$ cat src/rtl/cmd_frame_tx.sv
// Command-frame transmitter: EB 90 04 <type> <payload...> <csum> over a valid/ready byte port.
// First byte 1 cycle after an accepted request; tx_data held while stalled; payload costs 2 cycles/byte.
module cmd_frame_tx #(
  parameter logic [7:0] HDR0   = 8'hEB,
  parameter logic [7:0] HDR1   = 8'h90,
  parameter logic [7:0] HDR2   = 8'h04,
  parameter int         MAX_PL = 16,
  parameter int         AW     = 4
) (
  input  logic          clk,
  input  logic          rst,
  input  logic [4:0]    cmd_req,
  input  logic [4:0]    pl_len,
  output logic          pl_rd_en,
  output logic [AW-1:0] pl_rd_addr,
  input  logic [7:0]    pl_rd_data,
  output logic [7:0]    tx_data,
  output logic          tx_valid,
  input  logic          tx_ready,
  output logic          busy,
  output logic          done,
  output logic          err
);

  typedef enum logic [2:0] {
    S_IDLE, S_HDR, S_TYPE, S_FETCH, S_PL, S_CSUM, S_DONE
  } state_t;

  localparam logic [4:0] MAX_LEN = 5'(MAX_PL);

  state_t     state, state_nx;
  logic [1:0] hdr_idx;
  logic [7:0] type_q, csum, pl_byte, req_type;
  logic [4:0] rem;
  logic       pl_held, req_any, req_onehot, req_ok, xfer;

  assign req_any    = |cmd_req;
  assign req_onehot = req_any && ((cmd_req & (cmd_req - 5'd1)) == 5'd0);
  assign req_ok     = (state == S_IDLE) && req_onehot;
  assign xfer       = tx_valid && tx_ready;

  always_comb begin
    req_type = 8'h00;
    if      (cmd_req[4]) req_type = 8'h63;
    else if (cmd_req[3]) req_type = 8'h87;
    else if (cmd_req[2]) req_type = 8'h94;
    else if (cmd_req[1]) req_type = 8'h25;
    else if (cmd_req[0]) req_type = 8'h13;
  end

  always_ff @(posedge clk) begin
    if (rst) state <= S_IDLE;
    else     state <= state_nx;
  end

  always_comb begin
    state_nx = state;
    unique case (state)
      S_IDLE:  if (req_ok) state_nx = S_HDR;
      S_HDR:   if (xfer && hdr_idx == 2'd2) state_nx = S_TYPE;
      S_TYPE:  if (xfer) state_nx = (rem != 5'd0) ? S_FETCH : S_CSUM;
      S_FETCH: state_nx = S_PL;
      S_PL:    if (xfer) state_nx = (rem > 5'd1) ? S_FETCH : S_CSUM;
      S_CSUM:  if (xfer) state_nx = S_DONE;
      S_DONE:  state_nx = S_IDLE;
      default: state_nx = S_IDLE;
    endcase
  end

  always_comb begin
    tx_valid = 1'b0;
    tx_data  = 8'h00;
    pl_rd_en = 1'b0;
    busy     = (state != S_IDLE);
    done     = 1'b0;
    unique case (state)
      S_HDR: begin
        tx_valid = 1'b1;
        case (hdr_idx)
          2'd0:    tx_data = HDR0;
          2'd1:    tx_data = HDR1;
          default: tx_data = HDR2;
        endcase
      end
      S_TYPE: begin
        tx_valid = 1'b1;
        tx_data  = type_q;
      end
      S_FETCH: pl_rd_en = 1'b1;
      // Buffer data is only guaranteed on the first PL cycle; later stalled cycles replay the captured copy.
      S_PL: begin
        tx_valid = 1'b1;
        tx_data  = pl_held ? pl_byte : pl_rd_data;
      end
      S_CSUM: begin
        tx_valid = 1'b1;
        tx_data  = csum;
      end
      S_DONE:  done = 1'b1;
      default: ;
    endcase
  end

  always_ff @(posedge clk) begin
    if (rst) begin
      hdr_idx    <= 2'd0;
      type_q     <= 8'h00;
      csum       <= 8'h00;
      pl_byte    <= 8'h00;
      pl_held    <= 1'b0;
      rem        <= 5'd0;
      pl_rd_addr <= '0;
      err        <= 1'b0;
    end else begin
      err <= (state == S_IDLE) ? (req_any && !req_onehot) : req_any;
      unique case (state)
        S_IDLE: if (req_ok) begin
          type_q     <= req_type;
          rem        <= (pl_len > MAX_LEN) ? MAX_LEN : pl_len;
          csum       <= 8'h00;
          hdr_idx    <= 2'd0;
          pl_rd_addr <= '0;
        end
        S_HDR:   if (xfer) hdr_idx <= hdr_idx + 2'd1;
        S_TYPE:  if (xfer) csum <= csum + type_q;
        S_FETCH: pl_held <= 1'b0;
        S_PL: begin
          if (!pl_held) begin
            pl_byte <= pl_rd_data;
            pl_held <= 1'b1;
          end
          if (xfer) begin
            csum       <= csum + tx_data;
            pl_rd_addr <= pl_rd_addr + {{(AW-1){1'b0}}, 1'b1};
            rem        <= rem - 5'd1;
            pl_held    <= 1'b0;
          end
        end
        S_DONE: begin
          pl_rd_addr <= '0;
          hdr_idx    <= 2'd0;
        end
        default: ;
      endcase
    end
  end

endmodule
$ cat config.mk
export PLATFORM = sky130hd
export DESIGN_NAME = cmd_frame_tx
export DESIGN_NICKNAME = d
export VERILOG_FILES = /design/src/rtl/cmd_frame_tx.sv
export SDC_FILE = /design/constraint.sdc
export NUM_CORES = 1
export LEC_CHECK = 0
export ABC_AREA = 1
export CORE_UTILIZATION = 50
export CTS_BUF_LIST = sky130_fd_sc_hd__clkbuf_2 sky130_fd_sc_hd__clkbuf_4 sky130_fd_sc_hd__clkbuf_8
export CTS_CLUSTER_DIAMETER = 80
export DETAILED_ROUTE_END_ITERATION = 6
export DONT_BUFFER_PORTS = 1
export MAX_ROUTING_LAYER = met4
export SLEW_MARGIN = 20
export SYNTH_ARGS = -nofsm -noshare
export SYNTH_HDL_FRONTEND = slang
export SYNTH_SLANG_ARGS = --single-unit
export TNS_END_PERCENT = 5
$ cat constraint.sdc
create_clock -name clk -period 4.6 [get_ports clk]
set_input_delay 0 -clock clk [delete_from_list [all_inputs] [get_ports clk]]
set_output_delay 0 -clock clk [all_outputs]
set_load 0.01 [all_outputs]
Yosys cells after proc, flatten, opt, wreduce, memory -nomap -nowiden

Cells that the tools add are included.

Order comparisons: 2
Bitwise gates (word level): 1
Reduce and logical (&&, ||, !) cells: 24
Muxes and demuxes: 36
Eq/ne operators: 14
Add/subtract/negate cells: 6

Operators with widths:

| operator              | count |
|---|---|
| $mux W8               | 7 |
| $pmux W8 S4           | 1 |
| $pmux W8 S3           | 1 |
| $mux W3               | 7 |
| $mux W5               | 4 |
| $pmux W3 S6           | 1 |
| $add A8 B8 Y8         | 2 |
| $pmux W8 S2           | 1 |
| $ne A2 B2 Y1 const B  | 6 |
| $pmux W4 S3           | 1 |
| $reduce_bool A3 Y1    | 4 |
| $pmux W5 S2           | 1 |
| $sub A5 B1 Y5 const B | 2 |
| $eq A3 B3 Y1 const B  | 3 |
| $reduce_and A3 Y1     | 3 |
| $mux W4               | 2 |
| $eq A3 B2 Y1 const B  | 2 |
| $mux W6               | 1 |
| $pmux W2 S3           | 1 |
| $and A5 B5 Y5         | 1 |
| $gt A5 B1 Y1 const B  | 1 |
| $gt A5 B5 Y1 const B  | 1 |
| $logic_and A1 B1 Y1   | 5 |
| $logic_not A5 Y1      | 1 |
| 18 further kinds      | 24 |

Bits in registers: 40
Output and inout bits: 17
Bits of input ports: 21

Logic depth before layout (Yosys ltp)

Gate-level depths: netlist of run 1.

Word-level depth: 7
Depth in mapped cells: 17
Mapped depth without buffers: 16

Least setup slack after synthesis of run 1

OpenSTA, ideal clock, no wires.

Path kind: register to register
Start point: register state[0]
End point: register csum[6]
Stages on the path, launching flop included: 17
Path buffers: 1
Arrival time: 2.239 ns
Slack: 2.290 ns
Setup time: 0.071 ns
Required time: 4.529 ns
Cell sequence: dfxtp_1 inv_2 nand2_2 nor2_4 buf_2 o211ai_1 o21ai_0 ha_1 inv_1 fa_1 inv_1 nand4_1 nand3_1 nand2_1 a21oi_1 nand2_1 a21oi_1

Word-level cells in the longest chain between the ends: 6

Ends and longest elaborated chain:

| what                                                  | RTL line | source |
|---|---|---|
| start: declaration                                    | 31       | `state_t state, state_nx;` |
| start signal: assignment                              | 53       | `else state <= state_nx;` |
| branches (longest 6 deep; another with $add A8 B8 Y8) | --       |  |
| end signal: assignment                                | 125      | `S_TYPE: if (xfer) csum <= csum + type_q;` |
| end signal: assignment                                | 133      | `csum <= csum + tx_data;` |
| end: declaration                                      | 33       | `logic [7:0] type_q, csum, pl_byte, req_type;` |

Several ways; the timed one is not identified. The select of a mux whose other input is x is not followed.
A chain may end at the register's enable or synchronous reset.

Final worst setup path of run 1

Ends and elaborated chain as after synthesis.

==> results of run 1 <==
[per-layer routing]
metal | wire length (µm) | track usage [%]
met1 | 3390 | 38.2
met2 | 2860 | 38.9
met3 | 401 | 5.90
met4 | 42 | 5.56
met5 | 0 | -
[where the power goes]
| part | internal [mW] | leakage (nW) | total, mW | switching (mW) |
|---|---|---|---|---|
| sequential | 0.393 | 0.317 | 0.449 | 0.0565 |
| combinational | 0.218 | 0.855 | 0.723 | 0.506 |
| clock | 0.217 | 0.0644 | 0.352 | 0.136 |
[synthesized netlist by cell type]
cell,instances
dfxtp_1,39
xor2_1,5
o2111ai_1,6
a21oi_1,49
clkbuf_1,5
buf_2,2
o21ai_2,1
inv_2,6
o211ai_1,7
nand2_2,3
inv_1,41
o21ai_0,19
or2_2,6
nand2_1,98
ha_1,14
nand3_1,19
or2_4,1
buf_6,1
a211oi_1,1
xnor2_1,3
fa_1,1
nor2_1,36
nand4_1,4
o22ai_1,2
nor2_4,2
nand2_4,3
nor3_1,9
nand3_4,1
nor2_2,4
[what timing repair did]
action,CTS,global route
hold endpoints to repair,34,0
hold buffers,13,0
buffers inserted,0,0
[sequential cells by signal, summed over array words and instances, names as in the netlist]
signal,flops
pl_held,1
pl_rd_addr,4
type_q,7
pl_byte,8
rem,5
csum,8
err,1
hdr_idx,2
state,3
[cell families after synthesis]
| group | count (synthesis) | share of synthesized area [%] |
|---|---|---|
| DFF | 39 | 30.4 |
| adders and majority gates | 15 | 7.60 |
| xor gates and xnor gates | 8 | 2.73 |
| buffers and inverters | 55 | 8.43 |
| AOI/OAI and AO/OA | 85 | 18.5 |
| and+or+nand+nor | 186 | 32.4 |
[area by class of cell]
class / count / area, µm² / area share [%]
multi-input cells: 294 / 1570 / 54.4
flip-flops and latches: 39 / 781 / 27.0
clock buffers: 5 / 68.8 / 2.38
inverters: 47 / 176 / 6.11
clock inverters: 3 / 67.6 / 2.34
repair buffers: 13 / 140 / 4.85
well taps: 67 / 83.8 / 2.90
[worst max-delay path: stages (launching register included)]
cell,delay [ns]
dfxtp_1,0.39
inv_2,0.14
nand2_2,0.10
nor2_4,0.30
o211ai_1,0.21
o21ai_0,0.12
ha_1,0.19
inv_1,0.06
fa_1,0.39
inv_1,0.09
nand4_1,0.11
nand3_1,0.11
nand2_1,0.05
a21oi_1,0.11
nand2_1,0.06
a21oi_1,0.13
dlygate4sd3_1,0.57
[final timing paths]
| check | slack [ns] | cells after the start | to | from |
|---|---|---|---|---|
| hold reg to reg | 0.47 | 2 | pl_byte[4] | pl_byte[4] |
| hold / removal | 0.02 | 4 | rem[1] | pl_len[1] |
| setup reg to reg | 1.42 | 16 | csum[6] | state[0] |
| setup / recovery | 1.42 | 16 | csum[6] | state[0] |
[stage by stage]
stage          util, %  power [mW]  instance area, µm²  cells
6_report          60.0        1.52                2890    468
5_1_grt           60.0        1.64                2890    468
4_1_cts           60.0        1.53                2890    468
2_1_floorplan        -        1.02                2570    388
3_3_place_gp      54.2        1.17                2610    447
3_5_place_dp      54.2        1.16                2610    447
==> impl_metrics.py, run 1 <==
metrics = {
    "cells_and_area": {
        "final_common_cell": "nand2_1",
        "final_cell_mix": "nand2_1, a21oi_1, inv_1, dfxtp_1, nor2_1",
        "n_fill_cell": 488,
        "drive_above_1_share_pct": 8.98,
        "antenna_cells": 0,
        "syn_to_final_growth_pct": 12.5,
        "nets": 436,
    },
    "route": {
        "dr.pass1.iters": 4,
        "routedWlPerCell_um": 14.3,
        "wl_mm": 6.69,
        "antenna_left": 0,
        "drcViolationCount": 0,
        "vias_per_cell": 5.35,
        "first_iter_violations": 180,
        "vias": 2502,
    },
    "cts": {
        "cts_tree": "yes",
        "path_clk_slew_ns": 0.09,
        "clockRootBuffer": "clkbuf_8",
        "worstSkewPairLatency_ns": 0.30,
        "clock_sinks": 39,
        "cts_made_buffers": 5,
        "htree_levels": 2,
        "cts.path.max_buffers": 2,
        "post_cts_resized": 0,
    },
    "logic_synthesis": {
        "synth_top_area_cell": "dfxtp_1",
        "avgSynthCellArea_um2": 6.62,
        "synth-seq-area-share_pct": 30.4,
        "syn_nets": 424,
        "synth_area_leaders": "dfxtp_1, nand2_1, a21oi_1",
        "ys_warn_count": 0,
        "synth-seq-cells": 39,
        "syn_inst": 388,
        "yosys.cell_types.count": 29,
        "synth_top_area_share_pct": 30.4,
        "syn_area_um2": 2570,
    },
    "timing": {
        "rsz0062_at_grt": "no",
        "slew_viol_final": 0,
        "tightest_slew_ns": 0.507,
        "setup_viol": 0,
        "fin_setup_tns_ns": 0,
        "relSlewSlack_pct": 66.1,
        "finalClockSkew_ns": 0.00572,
        "finalCriticalPeriod_ns": 3.18,
        "finalWorstSetupSlack_ns": 1.42,
        "timing.fmax_mhz": 315,
        "min_period_over_period_pct": 69.1,
        "hold_viol": 0,
        "hold_ws_ns": 0.0220,
    },
    "status": {
        "status": "finished, final reports clean",
    },
    "floorplanning": {
        "die_height_um": 73.7,
        "start_util_pct": 53.3,
        "io_pins": 38,
        "dieArea_um2": 5430,
        "coreArea_um2": 4820,
        "die_w_um": 73.7,
        "rows": 25,
    },
    "setup_path": {
        "cp_max_fo": 14,
        "crit_path_start_kind": "register",
        "endpoint_kind": "register",
        "crit_required_ns": 4.84,
        "path_class": "reg -> reg",
        "arrival_ns": 3.42,
    },
    "grt": {
        "grt_max_degree": 33,
        "grt_usage_pct": 26.9,
        "grt_pass1_wl_mm": 10.8,
        "antenna_found_initial": 0,
        "grt_pass1_vias": 2221,
        "overflow": 0,
    },
    "placement": {
        "io_buffers": 0,
        "gp_congestion": 0.835,
        "pre_cts_ws_ns": 2.03,
        "hpwlAfterDp_mm": 4.77,
    },
    "pwr": {
        "irDropWorstVdd_uv": 234,
        "power_leakage_nw": 1.24,
        "power.density_nw_per_um2": 528,
    },
    "worst_hold_path": {
        "hp-class": "in -> reg",
    },
    "flow_run": {
        "maxCapViolCount": 0,
    },
}
(Power assumes the default switching activity.)
==> run 2: changes to the inputs <==
PLACE_DENSITY = 0.68   (was not set)
clock period = 2.7 ns   (was 4.6 ns; I/O delays follow)
==> impl_metrics.py, run 2 (synthesized netlist as in run 1, its figures left out) <==
metrics = {
    "worst_hold_path": {
        "hp-class": "in -> reg",
    },
    "cts": {
        "clockRootBuffer": "clkbuf_8",
        "path_clk_slew_ns": 0.07,
        "cts_made_buffers": 5,
        "cts.path.max_buffers": 2,
        "clock_sinks": 39,
        "htree_levels": 2,
        "cts_tree": "yes",
        "worstSkewPairLatency_ns": 0.29,
    },
    "cells_and_area": {
        "final_common_cell": "nand2_1",
        "syn_to_final_growth_pct": 13.0,
        "reg_top3": "csum: 8 flops, pl_byte: 8 flops, type_q: 7 flops",
        "antenna_cells": 0,
        "n_fill_cell": 477,
        "final_cell_mix": "nand2_1, a21oi_1, inv_1, dfxtp_1, nor2_1",
        "nets": 442,
        "drive_above_1_share_pct": 11.1,
    },
    "setup_path": {
        "arrival_ns": 2.66,
        "crit_chain": "inv_2 > nand2_2 > nor2_4 > o211ai_1 > o21ai_0 > ha_1 > inv_1 > fa_1 > inv_1 > nand4_1 > nand3_1 > nand2_1 > a21oi_1 > nand2_1 > a21oi_1",
        "crit_required_ns": 2.92,
        "cp_slowest_cell": "fa_1",
        "crit_path_max_incr_delay_ns": 0.39,
        "reg2reg_slack_ns": 0.26,
        "crit_path_start_kind": "register",
        "path_class": "reg -> reg",
        "endpoint_kind": "register",
        "cp_max_fo": 6,
    },
    "route": {
        "highest_layer": "met4",
        "wl_mm": 6.50,
        "vias_per_cell": 5.30,
        "first_iter_violations": 102,
        "vias": 2513,
        "dr_wl_met3_um": 442,
        "routedWlPerCell_um": 13.7,
        "wl_met2_mm": 2.82,
        "antenna_left": 0,
        "drcViolationCount": 0,
        "wl_met1_mm": 3.13,
        "dr.pass1.iters": 4,
    },
    "timing": {
        "hold_ws_ns": 0.00442,
        "rsz0062_at_grt": "no",
        "tightest_slew_ns": 0.454,
        "slew_viol_final": 0,
        "finalClockSkew_ns": 0.00287,
        "min_period_over_period_pct": 90.3,
        "timing.fmax_mhz": 410,
        "finalCriticalPeriod_ns": 2.44,
        "setup_viol": 0,
        "fin_setup_tns_ns": 0,
        "hold_viol": 0,
        "relSlewSlack_pct": 69.4,
    },
    "pwr": {
        "swShare_pct": 47.4,
        "clock_power_share_pct": 17.9,
        "irDropWorstVdd_uv": 393,
        "p_int_mw": 1.30,
        "power_leakage_nw": 1.26,
        "comb_power_share_pct": 51.1,
        "seq_power_share_pct": 31.0,
        "power.density_nw_per_um2": 854,
        "fin_total_pwr_mw": 2.48,
        "p_switching_mw": 1.18,
    },
    "grt": {
        "antenna_found_initial": 0,
        "grt_usage_pct": 26.1,
        "grt_max_degree": 33,
        "overflow": 0,
        "grt_pass1_vias": 2259,
        "grt_pass1_wl_mm": 10.4,
    },
    "floorplanning": {
        "io_pins": 38,
        "start_util_pct": 53.3,
        "die_w_um": 73.7,
        "die_height_um": 73.7,
        "rows": 25,
        "dieArea_um2": 5430,
        "coreArea_um2": 4820,
    },
    "flow_run": {
        "maxCapViolCount": 0,
    },
    "placement": {
        "hpwlAfterDp_mm": 4.76,
        "io_buffers": 0,
        "gp_congestion": 0.958,
    },
    "status": {
        "status": "finished, final reports clean",
    },
}
==> run 2: changes by cell type in the layout (fill, tap and decap cells not counted), sizes merged <==
| cell | delta |
|---|---|
| buf | +7 |
| dlygate4sd3 | -1 |
| clkinvlp | -1 |
| bufinv | -2 |
| clkbuf | +3 |
==> run 2: area by class of cell <==
| class | count | area [µm²] | area share, % |
|---|---|---|---|
| Clock buffer | 8 | 104 | 3.58 |
| Timing Repair Buffer | 19 | 183 | 6.30 |
| Inverter | 47 | 176 | 6.08 |
| Tap cell | 67 | 83.8 | 2.89 |
| Multi-Input combinational cell | 294 | 1570 | 54.2 |
| Sequential cell | 39 | 783 | 27.0 |
==> run 2: critical path: cells and delay by family, from the launching register on <==
kind            cells  cell delay, ns
flops               1            0.37
compound gates      4            0.53
simple gates        6            0.61
buf+inv             3            0.27
fa+ha+maj           2            0.58
==> run 2: final timing paths <==
kind	depth (start not counted)	end	from
min	3	type_q[0]	cmd_req[2]
max	15	csum[6]	state[1]
min reg2reg	2	type_q[6]	type_q[6]
max reg2reg	15	csum[6]	state[1]
==> run 2: repair_timing <==
| item | in CTS | in global routing |
|---|---|---|
| setup endpoints to repair | 0 | 2 |
| hold buffers | 12 | 0 |
| buffers inserted | 0 | 2 |
| resized for setup | 0 | 2 |
| endpoints found under the hold margin | 33 | 0 |
==> run 2: per-stage QoR <==
step	instances	worst slack [ns]	util, %	cell area (µm²)
6_report	474	0.262	60.2	2900
5_1_grt	474	0.0107	60.2	2900
4_1_cts	472	0.139	59.9	2880
3_5_place_dp	452	0.170	55.0	2650
3_3_place_gp	452	0.284	55.0	2650
2_1_floorplan	388	0.390	-	2570
==> run 2: routing by layer <==
metal  vias up  track usage, %
met5         -               -
met4         0            7.48
met3        12            5.62
met2        70            39.1
met1      1117            35.1
li1       1314               -
==> run 2: power groups by stage <==
stage / combinational, mW / clock [mW] / sequential (mW)
global placement: 1.21 / 0 / 0.774
global route: 1.40 / 0.479 / 0.780
finish: 1.27 / 0.445 / 0.768
CTS: 1.25 / 0.457 / 0.765
floorplan: 0.981 / 0 / 0.756
detailed placement: 1.21 / 0 / 0.778
==> run 3: changes to the inputs <==
ABC_AREA = not set   (was 1)
==> impl_metrics.py, run 3 <==
metrics = {
    "status": {
        "status": "finished with violations",
        "violations": "setup timing",
    },
    "timing": {
        "setup_viol": 1,
        "finalWorstSetupSlack_ns": -0.170,
        "hold_viol": 0,
        "min_period_over_period_pct": 106,
        "rsz0062_at_grt": "yes",
        "timing.fmax_mhz": 348,
        "tightest_slew_ns": 0.485,
        "finalClockSkew_ns": 0.00935,
        "relSlewSlack_pct": 67.4,
        "fin_setup_tns_ns": -0.170,
        "slew_viol_final": 0,
        "finalCriticalPeriod_ns": 2.87,
    },
    "logic_synthesis": {
        "synthTopCellsByCount": "a21oi_1, dfxtp_1, nor2_1",
        "synth_edf_count": 0,
        "synth_area_leaders": "dfxtp_1, a21oi_1, ha_1",
        "yosys.cell_types.count": 64,
        "avgSynthCellArea_um2": 7.89,
        "syn_area_um2": 2750,
        "synth-seq-cells": 39,
        "synth-seq-area-share_pct": 28.4,
        "synth_top_area_cell": "dfxtp_1",
        "synth_ff_type": "dfxtp_1",
        "synth_top_area_share_pct": 28.4,
        "syn_inst": 348,
        "syn_nets": 384,
        "ys_warn_count": 0,
        "ys_async_sr_fraction_pct": 0,
    },
    "setup_path": {
        "path_class": "reg -> reg",
        "cp_max_fo": 2,
        "crit_path_start_kind": "register",
        "cp_slowest_cell": "dfxtp_2",
        "crit_chain": "inv_2 > ha_2 > nor2b_1 > a21o_1 > a22oi_2 > o21ai_2 > mux2_4 > ha_4 > inv_2 > fa_2 > nor2b_1 > o31a_1 > o21a_1 > or3_1 > a32o_1",
        "crit_required_ns": 2.89,
        "crit_path_max_incr_delay_ns": 0.34,
        "arrival_ns": 3.06,
        "reg2reg_slack_ns": -0.17,
        "endpoint_kind": "register",
    },
    "flow_run": {
        "maxCapViolCount": 0,
    },
    "cells_and_area": {
        "reg_top3": "csum: 8 flops, pl_byte: 8 flops, type_q: 7 flops",
        "drive_above_1_share_pct": 16.4,
        "fin_cells": 454,
        "nets": 419,
        "antenna_cells": 0,
        "final_cell_mix": "a21oi_1, dfxtp_1, nor2_1, buf_4, nand2_1",
        "final_common_cell": "a21oi_1",
        "syn_to_final_growth_pct": 20.1,
    },
    "floorplanning": {
        "die_height_um": 76.1,
        "dieArea_um2": 5790,
        "die_w_um": 76.1,
        "io_pins": 38,
        "coreArea_um2": 5200,
        "rows": 26,
        "start_util_pct": 52.8,
    },
    "pwr": {
        "power_leakage_nw": 1.29,
        "power.density_nw_per_um2": 381,
        "irDropWorstVdd_uv": 218,
    },
    "grt": {
        "grt_use_met2_pct": 47.2,
        "grtUsageMet3_pct": 5.03,
        "grtUsageMet1_pct": 32.2,
        "grt_pass1_wl_mm": 12.5,
        "grt_usage_pct": 27.7,
        "grt_max_degree": 32,
        "overflow": 0,
        "antenna_found_initial": 0,
        "grt_pass1_vias": 2647,
        "grt-busiest-layer": "met2",
    },
    "route": {
        "first_iter_violations": 124,
        "vias": 2693,
        "wl_mm": 7.50,
        "routedWlPerCell_um": 16.5,
        "vias_per_cell": 5.93,
        "antenna_left": 0,
        "drcViolationCount": 0,
        "dr.pass1.iters": 4,
    },
    "placement": {
        "placed_cells": 423,
        "hpwlAfterDp_mm": 5.30,
        "io_buffers": 0,
        "gp_congestion": 0.954,
    },
    "cts": {
        "postCtsSetupBuffers": 0,
        "cts.path.max_buffers": 2,
        "clockRootBuffer": "clkbuf_8",
        "worstSkewPairLatency_ns": 0.29,
        "path_clk_slew_ns": 0.09,
        "cts_tree": "yes",
        "cts_made_buffers": 5,
        "clock_sinks": 39,
        "htree_levels": 2,
    },
    "worst_hold_path": {
        "hp-class": "in -> reg",
    },
}
-- run 3: cell count changes after synthesis, moves of 7 or more --
cell	before	now
a21oi_1	49	39
a22o_1	0	7
a22oi_1	0	7
inv_1	41	16
mux2i_1	0	8
nand2_1	98	26
nand3_1	19	8
-- run 3: power breakdown --
group	switching, mW	internal (mW)
registers	0.0148	0.589
clock network	0.218	0.191
logic	0.137	0.109
total	0.369	0.889
-- run 3: critical path, delay by kind of cell (launching register included) --
kind | cells | cell delay, ns
compound gates | 6 | 1.06
buf+inv | 2 | 0.09
flops | 1 | 0.34
mux | 1 | 0.27
fa+ha+maj | 3 | 0.52
simple gates | 3 | 0.49
-- run 3: kinds of logic (layout without fill, tap and decap cells) --
kind of cell,count (synthesis),count (layout),synth area share (%)
and+or+nand+nor,108,108,19.7
DFF,39,39,28.4
xor gates and xnor gates,7,7,2.51
AOI/OAI and AO/OA,127,127,31.1
buffers and inverters,39,75,6.29
muxes,11,11,4.15
adders and majority gates,17,17,7.84
-- run 3: final timing paths --
kind	startpoint	to	depth (start not counted)
max	hdr_idx[0]	csum[6]	15
max reg2reg	hdr_idx[0]	csum[6]	15
min reg2reg	pl_byte[3]	pl_byte[3]	2
min	tx_ready	pl_rd_addr[1]	3
-- run 3: cell type report --
cell class / count / area [µm²]
Clock buffer: 6 / 76.3
Clock inverter: 2 / 12.5
Fill cell: 465 / 1910
Inverter: 17 / 63.8
Multi-Input combinational cell: 270 / 1830
Sequential cell: 39 / 783
Tap cell: 70 / 87.6
Timing Repair Buffer: 50 / 443
-- run 3: stage by stage --
stage	util [%]	total power, mW	hold slack [ns]	setup WS [ns]	cell area (µm²)
2_1_floorplan	-	0.779	0.136	-0.163	2790
3_3_place_gp	56.9	0.815	0.0683	-0.118	2960
3_5_place_dp	56.9	0.819	0.0670	-0.162	2960
4_1_cts	63.2	1.27	0.00639	-0.181	3290
5_1_grt	63.4	1.32	0.0320	-0.273	3300
6_report	63.4	1.26	0.00986	-0.170	3300
-- run 3: what timing repair did --
item,in CTS,in global routing
hold endpoints to repair,32,0
setup endpoints to repair,1,4
hold buffers,23,0
pin swaps,3,1
resized for setup,0,2
-- run 3: routing by layer --
metal,up-vias,routed length (µm)
met1,1271,3360
met3,14,360
li1,1345,-
met5,-,0
met2,63,3620
met4,0,158
